--- config.mk ---
export PLATFORM = sky130hd
export DESIGN_NAME = ram_arbiter_flat
export DESIGN_NICKNAME = d
export VERILOG_FILES = /design/src/rtl/ram_arbiter_if.sv /design/src/rtl/ram_arbiter.sv /design/src/flat_wrapper.sv
export SDC_FILE = /design/constraint.sdc
export NUM_CORES = 1
export LEC_CHECK = 0
export ABC_CLOCK_PERIOD_IN_PS = 4200
export BUFFER_PORTS_ARGS = -buffer_cell sky130_fd_sc_hd__buf_4
export CORE_ASPECT_RATIO = 1.75
export CORE_MARGIN = 8
export CORE_UTILIZATION = 35
export CTS_CLUSTER_DIAMETER = 120
export DETAILED_ROUTE_END_ITERATION = 8
export SYNTH_ARGS = -nofsm -noshare
export SYNTH_HDL_FRONTEND = slang
export SYNTH_SLANG_ARGS = --single-unit
export TNS_END_PERCENT = 5
--- constraint.sdc ---
create_clock -name clock -period 4.2 [get_ports clock]
set_clock_uncertainty 0.1 [all_clocks]
set_input_delay 0.21 -clock clock [delete_from_list [all_inputs] [get_ports clock]]
set_output_delay 0.21 -clock clock [all_outputs]
set_load 0.02 [all_outputs]
--- src/rtl/ram_arbiter_if.sv ---
// ram_arbiter_if -- bundle of every signal between the two requesters,
// the arbiter and the shared single-port RAM.
//
// Parameters: BIT (data word width), SZB (address width, RAM depth 2**SZB).
//
// Signal groups:
//   requester side : req0/1, we0/1, addr0/1, d0/1 (requester -> arbiter)
//                    gnt0/1, q0/1, busy           (arbiter -> requester)
//   RAM side       : ram_we, ram_addr, ram_d      (arbiter -> RAM)
//                    ram_q                        (RAM -> arbiter, combinational)
//   lock0/1        : only present when RAM_ARB_LOCK_EN is defined.
//
// Modports:
//   slave  -- the arbiter itself
//   master -- the requesters (fetch / load-store)
//   memory -- the RAM instance
interface ram_arbiter_if #(
  parameter int BIT = 8,
  parameter int SZB = 4
);
  logic           req0;
  logic           req1;
  logic           we0;
  logic           we1;
  logic [SZB-1:0] addr0;
  logic [SZB-1:0] addr1;
  logic [BIT-1:0] d0;
  logic [BIT-1:0] d1;
`ifdef RAM_ARB_LOCK_EN
  logic           lock0;
  logic           lock1;
`endif
  logic           gnt0;
  logic           gnt1;
  logic [BIT-1:0] q0;
  logic [BIT-1:0] q1;
  logic           busy;

  logic           ram_we;
  logic [SZB-1:0] ram_addr;
  logic [BIT-1:0] ram_d;
  logic [BIT-1:0] ram_q;

  modport slave (
`ifdef RAM_ARB_LOCK_EN
    input  lock0, lock1,
`endif
    input  req0, req1, we0, we1, addr0, addr1, d0, d1,
    output gnt0, gnt1, q0, q1, busy,
    output ram_we, ram_addr, ram_d,
    input  ram_q
  );

  modport master (
`ifdef RAM_ARB_LOCK_EN
    output lock0, lock1,
`endif
    output req0, req1, we0, we1, addr0, addr1, d0, d1,
    input  gnt0, gnt1, q0, q1, busy
  );

  modport memory (
    input  ram_we, ram_addr, ram_d,
    output ram_q
  );
endinterface

--- src/rtl/ram_arbiter.sv ---
// ram_arbiter -- shares one single-port RAM (async read, sync write)
// between two requesters with round-robin arbitration.
//
// Each access takes two cycles: the IDLE->ACCESS edge latches the winner's
// command onto the RAM pins, the ACCESS->IDLE edge completes it, captures
// read data into the winner's q register and pulses its gnt for one cycle.
//
// Ports:
//   clock : system clock, rising edge
//   reset : asynchronous, active-high
//   bus   : ram_arbiter_if.slave (requester handshake + RAM pins)
//
// Optional feature: define RAM_ARB_LOCK_EN to add lock0/lock1. A winner
// whose lock is high keeps the priority pointer, so it wins the next
// contended selection as well (atomic read-modify-write). Without the
// macro the pointer always moves to the loser.
module ram_arbiter #(
  parameter int BIT = 8,
  parameter int SZB = 4
) (
  input  logic         clock,
  input  logic         reset,
  ram_arbiter_if.slave bus
);

  typedef enum logic {
    IDLE   = 1'b0,
    ACCESS = 1'b1
  } state_t;

  state_t         state,      state_next;
  logic           owner,      owner_next;   // port being served in ACCESS
  logic           ptr,        ptr_next;     // port preferred under contention
  logic           ram_we_r,   ram_we_next;
  logic [SZB-1:0] ram_addr_r, ram_addr_next;
  logic [BIT-1:0] ram_d_r,    ram_d_next;
  logic           gnt0_r,     gnt0_next;
  logic           gnt1_r,     gnt1_next;
  logic [BIT-1:0] q0_r,       q0_next;
  logic [BIT-1:0] q1_r,       q1_next;
  logic           winner;

  // A lone requester wins outright; ptr only breaks ties.
  always_comb begin
    if (bus.req0 && bus.req1) winner = ptr;
    else                      winner = bus.req1;
  end

  always_comb begin
    // NOTE: every signal gets a default before the case so no path leaves
    // one unassigned, which would otherwise infer a latch.
    state_next    = state;
    owner_next    = owner;
    ptr_next      = ptr;
    ram_we_next   = ram_we_r;
    ram_addr_next = ram_addr_r;
    ram_d_next    = ram_d_r;
    gnt0_next     = 1'b0;
    gnt1_next     = 1'b0;
    q0_next       = q0_r;
    q1_next       = q1_r;

    case (state)
      IDLE: begin
        if (bus.req0 || bus.req1) begin
          state_next    = ACCESS;
          owner_next    = winner;
          ram_we_next   = winner ? bus.we1   : bus.we0;
          ram_addr_next = winner ? bus.addr1 : bus.addr0;
          ram_d_next    = winner ? bus.d1    : bus.d0;
`ifdef RAM_ARB_LOCK_EN
          if (winner ? bus.lock1 : bus.lock0) ptr_next = winner;
          else                                ptr_next = ~winner;
`else
          ptr_next      = ~winner;
`endif
        end
      end

      ACCESS: begin
        // The RAM commits the write on this same edge; only reads
        // update the owner's q register.
        state_next  = IDLE;
        ram_we_next = 1'b0;
        if (owner) begin
          gnt1_next = 1'b1;
          if (!ram_we_r) q1_next = bus.ram_q;
        end else begin
          gnt0_next = 1'b1;
          if (!ram_we_r) q0_next = bus.ram_q;
        end
      end

      default: state_next = IDLE;
    endcase
  end

  // Asynchronous reset also drops ram_we immediately, so an ACCESS cut
  // short by reset never writes the RAM and never issues a gnt.
  always_ff @(posedge clock or posedge reset) begin
    if (reset) begin
      state      <= IDLE;
      owner      <= 1'b0;
      ptr        <= 1'b0;
      ram_we_r   <= 1'b0;
      ram_addr_r <= '0;
      ram_d_r    <= '0;
      gnt0_r     <= 1'b0;
      gnt1_r     <= 1'b0;
      q0_r       <= '0;
      q1_r       <= '0;
    end else begin
      // NOTE: non-blocking assignments so every register samples the
      // pre-edge values, independent of statement order.
      state      <= state_next;
      owner      <= owner_next;
      ptr        <= ptr_next;
      ram_we_r   <= ram_we_next;
      ram_addr_r <= ram_addr_next;
      ram_d_r    <= ram_d_next;
      gnt0_r     <= gnt0_next;
      gnt1_r     <= gnt1_next;
      q0_r       <= q0_next;
      q1_r       <= q1_next;
    end
  end

  assign bus.busy     = (state == ACCESS);
  assign bus.gnt0     = gnt0_r;
  assign bus.gnt1     = gnt1_r;
  assign bus.q0       = q0_r;
  assign bus.q1       = q1_r;
  assign bus.ram_we   = ram_we_r;
  assign bus.ram_addr = ram_addr_r;
  assign bus.ram_d    = ram_d_r;

endmodule

--- src/flat_wrapper.sv ---
// flat-port wrapper written by rule: the top's interface ports become plain ports
module ram_arbiter_flat 
#(
  parameter int BIT = 8,
  parameter int SZB = 4
)
  (clock, reset, bus_req0, bus_req1, bus_we0, bus_we1, bus_addr0, bus_addr1, bus_d0, bus_d1, bus_gnt0, bus_gnt1, bus_q0, bus_q1, bus_busy, bus_ram_we, bus_ram_addr, bus_ram_d, bus_ram_q);
  ram_arbiter_if #(.BIT(BIT), .SZB(SZB)) bus_i ();
  input  logic clock;
  input  logic reset;
  input wire logic [$bits(bus_i.req0)-1:0] bus_req0;
  input wire logic [$bits(bus_i.req1)-1:0] bus_req1;
  input wire logic [$bits(bus_i.we0)-1:0] bus_we0;
  input wire logic [$bits(bus_i.we1)-1:0] bus_we1;
  input wire logic [$bits(bus_i.addr0)-1:0] bus_addr0;
  input wire logic [$bits(bus_i.addr1)-1:0] bus_addr1;
  input wire logic [$bits(bus_i.d0)-1:0] bus_d0;
  input wire logic [$bits(bus_i.d1)-1:0] bus_d1;
  output wire logic [$bits(bus_i.gnt0)-1:0] bus_gnt0;
  output wire logic [$bits(bus_i.gnt1)-1:0] bus_gnt1;
  output wire logic [$bits(bus_i.q0)-1:0] bus_q0;
  output wire logic [$bits(bus_i.q1)-1:0] bus_q1;
  output wire logic [$bits(bus_i.busy)-1:0] bus_busy;
  output wire logic [$bits(bus_i.ram_we)-1:0] bus_ram_we;
  output wire logic [$bits(bus_i.ram_addr)-1:0] bus_ram_addr;
  output wire logic [$bits(bus_i.ram_d)-1:0] bus_ram_d;
  input wire logic [$bits(bus_i.ram_q)-1:0] bus_ram_q;
  assign bus_i.req0 = bus_req0;
  assign bus_i.req1 = bus_req1;
  assign bus_i.we0 = bus_we0;
  assign bus_i.we1 = bus_we1;
  assign bus_i.addr0 = bus_addr0;
  assign bus_i.addr1 = bus_addr1;
  assign bus_i.d0 = bus_d0;
  assign bus_i.d1 = bus_d1;
  assign bus_gnt0 = bus_i.gnt0;
  assign bus_gnt1 = bus_i.gnt1;
  assign bus_q0 = bus_i.q0;
  assign bus_q1 = bus_i.q1;
  assign bus_busy = bus_i.busy;
  assign bus_ram_we = bus_i.ram_we;
  assign bus_ram_addr = bus_i.ram_addr;
  assign bus_ram_d = bus_i.ram_d;
  assign bus_i.ram_q = bus_ram_q;
  ram_arbiter #(.BIT(BIT), .SZB(SZB)) u_core (.clock(clock), .reset(reset), .bus(bus_i));
endmodule
Word level (Yosys, flattened, before mapping)
Cells that the tools add are included.
- register bits after elaboration: 34
- logic and storage cells: 32
- input port bits: 38
- output and inout port bits: 32
- reduce and logical (&&, ||, !) cells: 5
- bitwise logic cells: 4
- eq/ne operators: 1
- mux-type cells: 12
- operator list (cell ; number):
    1-bit two-way mux ; 8
    8-bit two-way mux ; 1
    3-bit AND reduction ; 2
    4-bit two-way mux ; 1
    1-bit NOT ; 4
    1-bit case mux with 2 select lines ; 2
    2-bit by 1-bit != test with 1-bit output, second input constant ; 1
    2-bit AND reduction ; 1
    1-bit logical AND ; 1
    1-bit logical OR ; 1

Logic depth before layout (Yosys ltp)
Gate-level depths: netlist of run 1.
- depth in word-level cells: 5
- mapped depth: 5

Least setup slack after synthesis of run 1
OpenSTA, ideal clock, no wires.
- path kind: register to register
- from: register u_core.state (netlist: u_core.bus.busy)
- to: register u_core.q0_r[0] (netlist: u_core.bus.q0[0])
- arrival: 1.306 ns
- setup slack: 2.669 ns
- buffers on the path: 1
- cell stages (with the launch flop): 4
- cells stage by stage: dfrtp_1 > buf_6 > nor3b_4 > mux2_2
- word-level cells in the longest chain between the ends: 1
- RTL lines (what ; RTL line ; source):
    from (decl) ; ram_arbiter.sv:31 ; state_t state, state_next;
    from (signal assigned) ; ram_arbiter.sv:115 ; state <= state_next;
    3-bit AND reduction (no line) ; -- ;
    to (signal assigned) ; ram_arbiter.sv:123 ; q0_r <= q0_next;
    to (decl) ; ram_arbiter.sv:39 ; logic [BIT-1:0] q0_r, q0_next;
Every way passes these cells.
A chain may end at the register's enable or synchronous reset.

Worst setup path in the final report of run 1
- from: register u_core.state (netlist: u_core.bus.busy)
- to: register u_core.ram_d_r[3] (netlist: u_core.bus.ram_d[3])
- word-level cells in the longest chain between the ends: 2
- RTL lines (what ; RTL line ; source):
    1-bit NOT ; -- ;
    2-bit AND reduction (no line) ; -- ;
    to (signal assigned) ; ram_arbiter.sv:120 ; ram_d_r <= ram_d_next;
    to (decl) ; ram_arbiter.sv:36 ; logic [BIT-1:0] ram_d_r, ram_d_next;
Every way passes these cells.

==> run summary, run 1 <==
Status: complete, no violations
IO Count: 70
Hold Path Stages: 2
Final period utilization: 0.3971
Vias in the first global route: 1250
Fill count: 352
Setup TNS: 0 ns
Final design utilization: 0.5295
Initial drt markers: 15
Cell Count Post-Placement: 209
Distinct cells, synth: 19
Largest family of logic cells by synthesized area: compound AO/OA/AOI/OAI gates
Clock-pin slew on the worst setup and hold paths: 0.07 ns
Synth Instances: 95
Maximum root-to-sink buffer count: 2
Slowest cell on crit path: nor3b_2
Compound-Gate Fraction of Synth Area: 0.1347
Top cells by area, synth: dfrtp_1 (60%), mux2_2 (13%), a221o_1 (8.5%)
I/O Buffers: 69
Worst EP required: 4.31 ns
Core Region: 3904 µm²
Post-Syn Nets: 133
Post-CTS Setup Bufs: 0
CP cell instances: nor3b_2 > a221o_1
Dpl hpwl: 2.899 mm
Vias: 1063
Crit path largest cell delay: 0.75 ns
Slew HR: 0.4329
Final hold vios: 0
Worst skew pair latency: 0.28 ns
Met1 Wirelength: 1.377 mm
Sink Count: 34
Cell row count: 30
Fmax: 0.5996 GHz
Yosys top cell by area: dfrtp_1
Worst R2R Start: u_core.bus.busy
Reg2Reg Depth: 2
N_diodes: 0
FF-to-FF End: u_core.bus.ram_d[3]
Residual DRC: 0
RSZ-0062 raised after global routing: no
Commonest non-fill, non-tap cell in the layout: buf_4
Die area: 6436 µm²
Routed wl met3: 424 µm
Most frequent cells in the layout: buf_4 (70), dfrtp_1 (34), mux2_2 (16)
Root buf cell: clkbuf_8
Worst Setup Start Kind: flop
Leak: 0.9976 nW
P per Cell Area: 593.4 nW/µm²
Buf+Inv Stages, Crit Path: 0
Die Ht: 100.3 µm
Final setup violation count: 0
Final Non-Filler Cells: 218
Initial DRT Pass Iterations: 2
H-tree depth: 2
Synthesis-to-finish area growth: 45.42%
Gr usage total: 0.1190
Top Metal Used: met4
Synth Area in XOR/XNOR: 0
Die W: 64.17 µm
Family with the most delay on the worst path: simple AND/OR/NAND/NOR gates
Initial core utilization: 0.3641
Worst Tran Pin Value: 0.8470 ns
Synth Area in Simple Gates: 0.1004
Post-synthesis mux area share: 0.1268
Synth Register Bits: 34
Layout cells sized above 1: 0.5824
Worst Setup End Kind: flop
Hold wc startpoint: bus_we0
Top cell type's share of synthesized area: 0.5986
Mapped cell area: 1421 µm²
Synth Area in Adders: 0
Hold Path End: u_core.bus.ram_we
Slew Limit Fails: 0
Nets@finish: 207
Worst Hold Class: in2reg
DR vias/cell: 4.876
First-pass GRT wire length: 6.044 mm
Routed Antenna Nets: 0
Syn avg cell area: 14.96 µm²
Pin count of the biggest net entering global routing: 35
CTS Buf Count: 5
WL final: 3.705 mm
Worst Path Arrival: 1.78 ns
Seq/Total Area, Yosys: 0.5986
CTS tree: yes
Ys Warns: 0
Initial antenna violation count: 0
GRT overflow: 0
VDD IR max: 0.2882 mV
Max-cap viol count: 0
Worst-path fanout max: 13
Met2 routed WL: 1.861 mm
Post-CTS sizing: 0
R2R setup slack: 2.53 ns
Routed length per instance: 17.00 µm
Setup CP Type: reg2reg
Min Tclk post-route: 1.668 ns
Placer Congestion: 0.7444
==> worst max path at each step <==
stage	start	endpoint	slack [ns]	cells past startpoint
2_1_floorplan	u_core.bus.busy	u_core.bus.q0[0]	2.67	3
3_3_place_gp	u_core.bus.busy	u_core.bus.q0[0]	2.58	2
3_5_place_dp	u_core.bus.busy	u_core.bus.ram_d[3]	2.49	2
4_1_cts	u_core.bus.busy	u_core.bus.ram_d[3]	2.48	2
5_1_grt	u_core.bus.busy	u_core.bus.ram_d[3]	2.36	2
6_report	u_core.bus.busy	u_core.bus.ram_d[3]	2.53	2
==> kinds of logic after synthesis <==
| family | after synthesis |
|---|---|
| DFF | 34 |
| muxes | 16 |
| and+or+nand+nor | 20 |
| AOI/OAI and AO/OA | 18 |
| buffers and inverters | 7 |
==> area by class of cell <==
class                   instances  area (µm²)  share of cell area
flip-flops and latches         34       850.8              0.4116
repair buffers                 71       535.5              0.2591
multi-input cells              54       514.2              0.2488
clock buffers                   6       82.58             0.03995
well taps                      48       60.06             0.02906
clock inverters                 2       12.51            0.006053
inverters                       3       11.26            0.005448
==> what timing repair did <==
item	4_1_cts	5_1_grt
hold buffers	1	0
endpoints found under the hold margin	34	0
setup endpoints to repair	0	0
==> synth_stat cells, drive strengths merged <==
cell type  count
nand3b         1
a221o         12
nor3b          2
nor2b          2
nor2           1
and2          13
dfrtp         34
o2bb2ai        1
mux2          16
buf            4
o21bai         1
inv            3
nand2          1
a21o           2
a2bb2oi        1
a211oi         1
==> worst register-to-register path: stages, from the launching register on <==
cell and delay (ns):
dfrtp_1 0.48, nor3b_2 0.75, a221o_1 0.27
==> registers in the layout (all words and copies together) (netlist names) <==
| name | count |
|---|---|
| u_core.bus.q1 | 8 |
| u_core.owner | 1 |
| u_core.bus.gnt0 | 1 |
| u_core.bus.ram_d | 8 |
| u_core.bus.q0 | 8 |
| u_core.bus.busy | 1 |
| u_core.bus.ram_we | 1 |
| u_core.ptr | 1 |
| u_core.bus.ram_addr | 4 |
| u_core.bus.gnt1 | 1 |
==> power breakdown <==
part           switching [mW]  total (mW)  leakage [nW]  internal (mW)
clock                   0.113       0.245        0.0472          0.132
sequential             0.0638       0.497         0.410          0.433
combinational           0.241       0.485         0.540          0.244
==> metrics by stage <==
step                      worst slack [ns]  power [mW]  area (µm²)  hold slack (ns)
final                                2.532       1.227        2067          0.05066
after global routing                 2.361       1.300        2067          0.04441
after detailed placement             2.491      0.9972        1962           0.2438
after CTS                            2.477       1.248        2067          0.04699
after global placement               2.582      0.9826        1962           0.2306
after floorplan                      2.669      0.7659        1421           0.2341
==> metal layers <==
| metal | up-vias | track usage |
|---|---|---|
| met5 | - | 0 |
| met3 | 5 | 0.06808 |
| met2 | 61 | 0.2012 |
| li1 | 490 | - |
| met4 | 0 | 0.03547 |
| met1 | 507 | 0.1207 |
Power figures use the tool's default switching activity.
==> run 2, diff against run 1 <==
Settings changed: ABC_CLOCK_PERIOD_IN_PS 4200 to 1420, PLACE_DENSITY set to 0.66.
Clock period 4.2 ns to 1.42 ns, I/O delays scaled along.
==> run summary, run 2 (synthesized netlist as in run 1, its figures left out) <==
R2R setup slack: 0.02 ns
I/O Buffers: 69
First-pass GRT wire length: 6.989 mm
Worst-path fanout max: 9
Die Ht: 100.3 µm
Leak: 1.188 nW
Initial drt markers: 38
Commonest non-fill, non-tap cell in the layout: buf_4
Routed Antenna Nets: 0
GRT overflow: 0
FF-to-FF End: u_core.bus.ram_addr[3]
Final period utilization: 0.9881
Final hold vios: 0
WL final: 4.276 mm
Residual DRC: 0
Core Region: 3904 µm²
Nets@finish: 249
CTS Buf Count: 5
Root buf cell: clkbuf_8
CP cell instances: buf_4 > a211oi_4 > buf_4 > a221o_1
Initial core utilization: 0.3641
Cell row count: 30
Multi-input logic area: 543.0 µm²
Worst Setup Start Kind: flop
Fill count: 298
Placer Congestion: 0.7425
Routed length per instance: 16.45 µm
Slew Limit Fails: 0
Layout cells sized above 1: 0.5071
Pin count of the biggest net entering global routing: 35
Worst skew pair latency: 0.28 ns
Worst R2R Start: u_core.bus.busy
Routed wl met3: 443 µm
Dpl hpwl: 2.974 mm
Clock-pin slew on the worst setup and hold paths: 0.06 ns
Initial DRT Pass Iterations: 4
RSZ-0062 raised after global routing: yes
Reg2Reg Depth: 4
Critical path depth in cells: 4
Slew HR: 0.7226
Hold Path Stages: 3
Die area: 6436 µm²
Buf+Inv Stages, Crit Path: 2
Final Power: 3.733 mW
Family with the most delay on the worst path: flip-flops
DR vias/cell: 4.762
Vias in the first global route: 1443
Worst Setup End Kind: flop
Critical path's most frequent cell: buf_4
Sink Count: 34
Setup CP Type: reg2reg
Gr usage total: 0.1367
Most frequent cells in the layout: buf_4 (75), dlygate4sd3_1 (34), dfrtp_1 (32)
Min Tclk post-route: 1.403 ns
Final setup violation count: 0
Initial antenna violation count: 1
Slowest cell on crit path: dfrtp_2
Met1 Wirelength: 1.577 mm
Hold Path End: u_core.bus.busy
Die W: 64.17 µm
Vias: 1238
Top Metal Used: met4
Met2 routed WL: 2.111 mm
Worst Tran Pin Value: 0.4161 ns
Worst EP required: 1.48 ns
CTS tree: yes
Crit path largest cell delay: 0.44 ns
Status: complete, no violations
H-tree depth: 2
Worst Path Arrival: 1.46 ns
P per Cell Area: 1487 nW/µm²
Final design utilization: 0.6429
Maximum root-to-sink buffer count: 2
Max-cap viol count: 0
Synthesis-to-finish area growth: 76.58%
IO Count: 70
VDD IR max: 0.8296 mV
Worst Hold Class: in2reg
Sequential cell area: 853.3 µm²
Hold wc startpoint: bus_req0
Fmax: 0.7127 GHz
## run 2: changes by cell type in the layout (fill, tap and decap cells not counted), sizes merged
cell / before / now
clkinvlp: 1 / 0
o21bai: 1 / 2
clkbuf: 6 / 7
diode: 0 / 1
clkinv: 1 / 0
buf: 70 / 78
dlygate4sd3: 1 / 34
## run 2: per-layer routing
layer | GRT usage | up-vias
li1 | - | 582
met1 | 0.1318 | 574
met2 | 0.2354 | 70
met3 | 0.07031 | 12
met4 | 0.06081 | 0
met5 | 0 | -
## run 2: final cells by class
class                           count  area share
Multi-Input combinational cell     55      0.2164
Antenna cell                        1   0.0009970
Inverter                            3    0.004487
Timing Repair Buffer              112      0.3838
Clock buffer                        7     0.03041
Tap cell                           48     0.02393
Sequential cell                    34      0.3400
## run 2: worst max path at each step
stage | startpoint | end | slack (ns)
floorplan | u_core.bus.busy | u_core.bus.ram_addr[0] | -0.07
global placement | u_core.bus.busy | u_core.bus.ram_addr[2] | -0.09
detailed placement | u_core.bus.busy | u_core.bus.ram_d[6] | -0.18
CTS | u_core.bus.busy | u_core.bus.ram_addr[3] | 0.02
global route | u_core.bus.busy | u_core.bus.ram_addr[3] | -0.02
finish | u_core.bus.busy | u_core.bus.ram_addr[3] | 0.02
## run 2: metrics by stage
stage	cells	setup slack (ns)	hold WS, ns	cell area (µm²)	TNS, ns
3_5_place_dp	215	-0.1809	0.1022	2033	-2.009
4_1_cts	256	0.01657	0.02986	2456	0
3_3_place_gp	215	-0.08805	0.08681	2033	-1.040
2_1_floorplan	95	-0.07284	0.09511	1423	-0.9559
5_1_grt	260	-0.02213	0.04551	2510	-0.09795
6_report	260	0.01683	0.01878	2510	0
## run 2: repair_timing
action                                  4_1_cts  5_1_grt
resized for setup                             1        3
endpoints found under the setup margin       13       20
setup buffers                                 0        2
hold buffers                                 34        0
gates cloned                                  0        1
hold endpoints to repair                     63        0
pin swaps                                     1        1
## run 2: worst register-to-register path, delay by kind of cell, from the launching register on
kind	cells	cell delay [ns]
buffers and inverters	2	0.34
flip-flops	1	0.44
AO/OA/AOI/OAI	2	0.40
## run 2: where the power goes
part / internal [mW] / leakage (nW) / switching, mW / total (mW)
logic: 0.861 / 0.742 / 0.774 / 1.63
clock network: 0.337 / 0.0383 / 0.302 / 0.638
registers: 1.28 / 0.408 / 0.177 / 1.46
total: 2.48 / 1.19 / 1.25 / 3.73
